[config.mk]
export PLATFORM = sky130hd
export DESIGN_NAME = pipe_hazard_ctrl
export DESIGN_NICKNAME = d
export VERILOG_FILES = /design/src/rtl/pipe_hazard_ctrl.sv
export SDC_FILE = /design/constraint.sdc
export NUM_CORES = 1
export LEC_CHECK = 0
export CAP_MARGIN = 20
export CORE_ASPECT_RATIO = 1.4
export CORE_MARGIN = 3
export CORE_UTILIZATION = 30
export CTS_CLUSTER_SIZE = 10
export DETAILED_ROUTE_END_ITERATION = 8
export PLACE_DENSITY = 0.72
export SLEW_MARGIN = 30
export SYNTH_ARGS = -nofsm -noshare
export SYNTH_HDL_FRONTEND = slang
export SYNTH_SLANG_ARGS = --single-unit
[constraint.sdc]
create_clock -name clk -period 5.3 [get_ports clk]
set_input_delay 1.06 -clock clk [delete_from_list [all_inputs] [get_ports clk]]
set_output_delay 1.06 -clock clk [all_outputs]
set_load 0.02 [all_outputs]
[src/rtl/pipe_hazard_ctrl.sv]
// Hazard controller for the 5-stage pipeline: load-use stall, mult/div freeze,
// branch flush and EX operand forwarding. Optional stall counter: HAZ_STALL_CNT_EN.
module pipe_hazard_ctrl #(
  parameter int unsigned MD_LAT = 4,
  parameter int unsigned CNT_W  = 16
) (
  input  logic       clk,
  input  logic       rst,
  input  logic [4:0] id_rs,
  input  logic [4:0] id_rt,
  input  logic       id_use_rs,
  input  logic       id_use_rt,
  input  logic       id_md_start,
  input  logic [4:0] ex_rs,
  input  logic [4:0] ex_rt,
  input  logic [4:0] ex_rd,
  input  logic       ex_regwr,
  input  logic       ex_mem2reg,
  input  logic       ex_branch_taken,
  input  logic [4:0] mem_rd,
  input  logic       mem_regwr,
  input  logic [4:0] wb_rd,
  input  logic       wb_regwr,
  output logic       pc_en,
  output logic       ifid_en,
  output logic       ifid_flush,
  output logic       idex_flush,
  output logic [1:0] fwd_a,
  output logic [1:0] fwd_b,
  output logic       md_busy
`ifdef HAZ_STALL_CNT_EN
  ,
  output logic [CNT_W-1:0] stall_cnt
`endif
);

  localparam int unsigned MDW = $clog2(MD_LAT + 1);

  typedef enum logic {
    RUN     = 1'b0,
    MD_BUSY = 1'b1
  } state_t;

  state_t         state_q, state_d;
  logic [MDW-1:0] md_cnt_q, md_cnt_d;

  logic load_use;
  logic pc_en_c, ifid_en_c, ifid_flush_c, idex_flush_c;

  assign load_use = ex_mem2reg && ex_regwr && (ex_rd != 5'd0) &&
                    ((id_use_rs && (id_rs == ex_rd)) ||
                     (id_use_rt && (id_rt == ex_rd)));

  always_ff @(posedge clk or negedge rst) begin
    if (!rst) begin
      state_q  <= RUN;
      md_cnt_q <= '0;
    end else begin
      state_q  <= state_d;
      md_cnt_q <= md_cnt_d;
    end
  end

  always_comb begin
    state_d      = state_q;
    md_cnt_d     = md_cnt_q;
    pc_en_c      = 1'b1;
    ifid_en_c    = 1'b1;
    ifid_flush_c = 1'b0;
    idex_flush_c = 1'b0;
    case (state_q)
      RUN: begin
        if (ex_branch_taken) begin
          ifid_flush_c = 1'b1;
          idex_flush_c = 1'b1;
        end else if (load_use) begin
          pc_en_c      = 1'b0;
          ifid_en_c    = 1'b0;
          idex_flush_c = 1'b1;
        end else if (id_md_start) begin
          state_d  = MD_BUSY;
          md_cnt_d = MDW'(MD_LAT);
        end
      end
      MD_BUSY: begin
        // Branches cannot legally resolve here, so ex_branch_taken is ignored.
        pc_en_c      = 1'b0;
        ifid_en_c    = 1'b0;
        idex_flush_c = 1'b1;
        md_cnt_d     = md_cnt_q - MDW'(1);
        if (md_cnt_q <= MDW'(1)) begin
          state_d = RUN;
        end
      end
      default: state_d = RUN;
    endcase
  end

  function automatic logic [1:0] fwd_sel(input logic [4:0] src,
                                         input logic [4:0] m_rd, input logic m_wr,
                                         input logic [4:0] w_rd, input logic w_wr);
    logic [1:0] sel;
    sel = 2'b00;
    if (m_wr && (m_rd != 5'd0) && (m_rd == src)) begin
      sel = 2'b01;
    end else if (w_wr && (w_rd != 5'd0) && (w_rd == src)) begin
      sel = 2'b10;
    end
    return sel;
  endfunction

  // All outputs are held inactive while reset is asserted.
  assign pc_en      = rst && pc_en_c;
  assign ifid_en    = rst && ifid_en_c;
  assign ifid_flush = rst && ifid_flush_c;
  assign idex_flush = rst && idex_flush_c;
  assign md_busy    = rst && (state_q == MD_BUSY);
  assign fwd_a      = rst ? fwd_sel(ex_rs, mem_rd, mem_regwr, wb_rd, wb_regwr) : 2'b00;
  assign fwd_b      = rst ? fwd_sel(ex_rt, mem_rd, mem_regwr, wb_rd, wb_regwr) : 2'b00;

`ifdef HAZ_STALL_CNT_EN
  logic [CNT_W-1:0] stall_cnt_q, stall_cnt_d;

  always_comb begin
    stall_cnt_d = stall_cnt_q;
    if (!pc_en && (stall_cnt_q != '1)) begin
      stall_cnt_d = stall_cnt_q + CNT_W'(1);
    end
  end

  always_ff @(posedge clk or negedge rst) begin
    if (!rst) begin
      stall_cnt_q <= '0;
    end else begin
      stall_cnt_q <= stall_cnt_d;
    end
  end

  assign stall_cnt = stall_cnt_q;
`else
  // CNT_W only sizes the optional stall counter.
  if (CNT_W == 0) begin : g_no_stall_cnt
  end
`endif

endmodule

After elaboration in Yosys (flattened, before gate mapping):

Cells that the tools add are included.

* add/subtract/negate cells: 1
* order comparisons: 1
* eq/ne operators: 9
* multiplexer cells: 23
* bitwise operators: 1
* reduce and logical (&&, ||, !) cells: 20

Operators with widths (number)
* $eq A5 B5 Y1: 6
* $logic_and A1 B1 Y1: 15
* $reduce_bool A5 Y1: 3
* $mux W2: 6
* $mux W1: 10
* $mux W3: 3
* $ne A2 B2 Y1 const B: 3
* $pmux W1 S2: 3
* $pmux W3 S2: 1
* $le A3 B1 Y1 const B: 1
* $reduce_and A3 Y1: 1
* $sub A3 B1 Y3 const B: 1
* $logic_or A1 B1 Y1: 1
* $not A1 Y1: 1

* flip-flop bits (word level): 4
* input bits: 45
* output and inout port bits: 9
* logic and storage cells: 57

Logic depth before layout (Yosys ltp):

* word-level depth: 8
* gate-level depth with buffers: 6
* gate-level depth less buffers: 6

Worst setup path after synthesis:

No wires, ideal clock.

* kind: in2out
* from: in mem_rd[1]
* to: out fwd_a[1]
* data arrival time: 2.317 ns
* required time: 4.240 ns
* setup slack: 1.923 ns
* cell stages on the path: 4
* buffers on the path: 0
* cells stage by stage: or4_1 -> o21ai_2 -> nor4_1 -> nor4_2

* word-level cells in the longest chain between the ends: 5
* elaborated cells on any way between the ends: 6
* classes of those cells: eq/ne (1); mux (2); reduce/logical (3)

RTL lines
* start, declared: RTL line 20 `input logic [4:0] mem_rd,`
* $reduce_bool A5 Y1: RTL line 104 `if (m_wr && (m_rd != 5'd0) && (m_rd == src)) begin`
* $logic_and A1 B1 Y1: RTL line 104
* $logic_and A1 B1 Y1 *: RTL line 104
* $mux W2 *: RTL line 104
* $mux W2 *: RTL line 118 `assign fwd_a = rst ? fwd_sel(ex_rs, mem_rd, mem_regwr, wb_rd, wb_regwr) : 2'b00;`
* end, declared: RTL line 28 `output logic [1:0] fwd_a,`

Every way passes the cells marked *; elsewhere a longest branch is shown, timed or not.

Final worst setup path:

* from: in rst
* to: out fwd_b[1]

* word-level cells in the longest chain between the ends: 1

RTL lines
* start, declared: RTL line 8 `input logic rst,`
* $mux W2: RTL line 119 `assign fwd_b = rst ? fwd_sel(ex_rt, mem_rd, mem_regwr, wb_rd, wb_regwr) : 2'b00;`
* end, declared: RTL line 29 `output logic [1:0] fwd_b,`

No other way between the ends.

==> metrics <==
status=complete, no violations; root buf cell=clkbuf_4; Startpoint Class=primary input; Clock Tree Buf Depth=2; Final Max Slew Viols=0; Max VDD drop=0.000131 V; cell-internal power=roughly 180 uW; mux cell area share after synthesis=1.37%; Core Box Area=2250 um2; largest cells by area after synthesis=xor2_1 (26%), dfrtp_1 (14%), xnor2_1 (11%); TritonCTS Buffers=3; Syn Nets=around 130; # setup viols final=0; Worst slew margin=65.1%; part of the power in registers=between 20% and 30%; initial antenna violation count=0; DR DRC count=0; clock insertion delay at the later pin of the skew report=about 0.24 ns; starting density of the core=between 30% and 40%; ANT nets after route=0; switching share of total power=between 30% and 40%; sequential share of the synthesized area=~14%; vias in the first global route=913; Post-CTS Hold Fix Bufs=0; final core occ=about 58%; Adder-Cell Fraction of Synth Area=between 3 and 4%; Compound-Gate Fraction of Synth Area=around 20%; Setup Buffers After CTS=0; all-layer global routing usage=15.7%; IO Port Bufs=53; unrepaired setup endpoints after global routing=false; Setup WS pre-CTS=approximately 0.93 ns; area grow syn2layout=77.8%; final worst slack=approximately 0.97 ns; Worst Setup Path Type=in2out; main combinational cell family by area after synthesis=XOR/XNOR gates; Distinct cells, synth=35; initial DRC count=1; worst slew pin tran=0.523 ns; vias per cell=5.20; drt first pass iters=2; wire per inst=15.0 um; Clock transition at path regs=0.04 ns; Power per Cell Area=about 220 nW/um2; CTS tree=built; fin crit share=between 80% and 90%; global placer's final weighted congestion=around 0.75; first-pass GRT wire length=3510 um; CP max FO=10; Post-Syn Area per Cell=8.71 um2; Final Critical Period=roughly 4.3 ns; Final Hold Fails=0; Synth Register Bits=4; leakage power=0.000506 uW; clock share of power=13.6%; worst path required time=approximately 4.2 ns; Placed Instances=approximately 160; share of layout cells above drive strength 1=~8.0%; Setup Skew=approximately 0.00067 ns; chip width=47.7 um; Synth area leader=xor2_1; Die Area=between 3000 and 4000 um2; I/O pin count=54; Diodes inserted=0; H-tree depth=1; max-cap viol count=0; simple-gate area share of the yosys netlist=20.7%; fin cells=between 150 and 200; top cell type's share of synthesized area=between 20% and 30%; routed vias=832; post-CTS sizing=0; synthesized area=~730 um2; Worst EP arrival=3.27 ns; Mapped Cells=84; CP endpoint kind=output pin; Register-to-Register Setup Slack=roughly 4 ns; post-synthesis xor/xnor area fraction=between 30% and 40%; switching power=between 100 and 150 uW; Rows=20; HP Class=reg2reg; Die Y=roughly 64 um; synth warn=0; largest net degree at the start of global routing=11; layout net count=between 150 and 200; fmax=roughly 0.23 GHz; Final HPWL DP=approximately 2200 um; combinational power share=approximately 65%; total clock sinks=4; GR Overflow Total=0; final WL=2400 um; setup TNS=0 ns
path summary, 6_finish.rpt:
check	from	endpoint	depth (start not counted)
worst min register to register	md_cnt_q[0]$_DFFE_PN0P_	md_cnt_q[0]$_DFFE_PN0P_	2
min in group asynchronous	rst	state_q$_DFF_PN0_	1
worst max register to register	state_q$_DFF_PN0_	state_q$_DFF_PN0_	4
max in group asynchronous	rst	md_cnt_q[0]$_DFFE_PN0P_	1
worst max-delay path	rst	fwd_b[1]	5
worst min-delay path	md_cnt_q[0]$_DFFE_PN0P_	md_cnt_q[0]$_DFFE_PN0P_	2
metal layers:
metal / GRT usage, % / vias to the layer above / part of all wire (%)
met4: 4.04 / 0 / 1.1
li1: - / 411 / -
met3: 3.61 / 3 / 11
met5: 0 / - / 0
met1: 10.4 / 367 / 30
met2: 35.1 / 51 / 58
layout by cell type (no fill, tap or decap), types with 2 or more instances in the layout:
| master | count |
|---|---|
| nor4_1 | 4 |
| ha_1 | 2 |
| dfrtp_1 | 4 |
| o31ai_1 | 2 |
| nand3_1 | 2 |
| xnor2_1 | 9 |
| clkdlybuf4s50_1 | 53 |
| a21oi_1 | 2 |
| xor2_1 | 22 |
| and2_2 | 2 |
| or4_1 | 4 |
| nor2_1 | 2 |
| inv_1 | 5 |
| clkbuf_4 | 3 |
| nor4_2 | 2 |
per-stage QoR:
step	total power [uW]	hold slack (ns)	area (um2)
3_3_place_gp	249	0.607	1280
2_1_floorplan	176	0.554	732
3_5_place_dp	252	0.607	1280
5_1_grt	311	0.647	1300
6_report	289	0.613	1300
4_1_cts	293	0.614	1300
final cells by class:
cell class	count	area (um2)
fill	223	951
multi-input combinational	73	602
timing repair buffer	53	531
sequential	4	100
tap	22	27.5
clock buffer	3	22.5
inverter	5	18.8
critical path, cell delays in order:
cell	delay [ns]
clkdlybuf4s50_1	0.71
o211ai_1	0.18
or4_1	0.56
nor4_2	0.13
clkdlybuf4s50_1	0.63
Yosys cell counts, drive strengths merged:
library cell,n
xor2,22
xnor2,9
nor4,6
inv,5
or4,5
dfrtp,4
a21oi,3
and2,3
a21boi,2
ha,2
nand3,2
nor2,2
o211ai,2
o21ai,2
o31ai,2
a21bo,1
a21o,1
a22o,1
a32oi,1
and3,1
buf,1
clkbuf,1
mux2i,1
nand2,1
nand2b,1
nor3,1
o21bai,1
o311a,1
state kept, by name, summed over array words and instances, names as in the netlist:
signal    cells
state_q       1
md_cnt_q      3
power groups by stage:
stage	logic (uW)	registers [uW]	clock network [uW]
after floorplan	118	58.0	0
after global placement	188	61.3	0
after detailed placement	191	61.4	0
after CTS	192	60.9	40.2
after global routing	207	63.6	40.4
final	189	60.5	39.4
logic make-up after synthesis:
kind of cell / Yosys count
muxes: 1
buffers and inverters: 7
and+or+nand+nor: 22
DFF: 4
xor gates and xnor gates: 31
adders and majority gates: 2
AOI/OAI and AO/OA: 17
(Power assumes the default switching activity.)
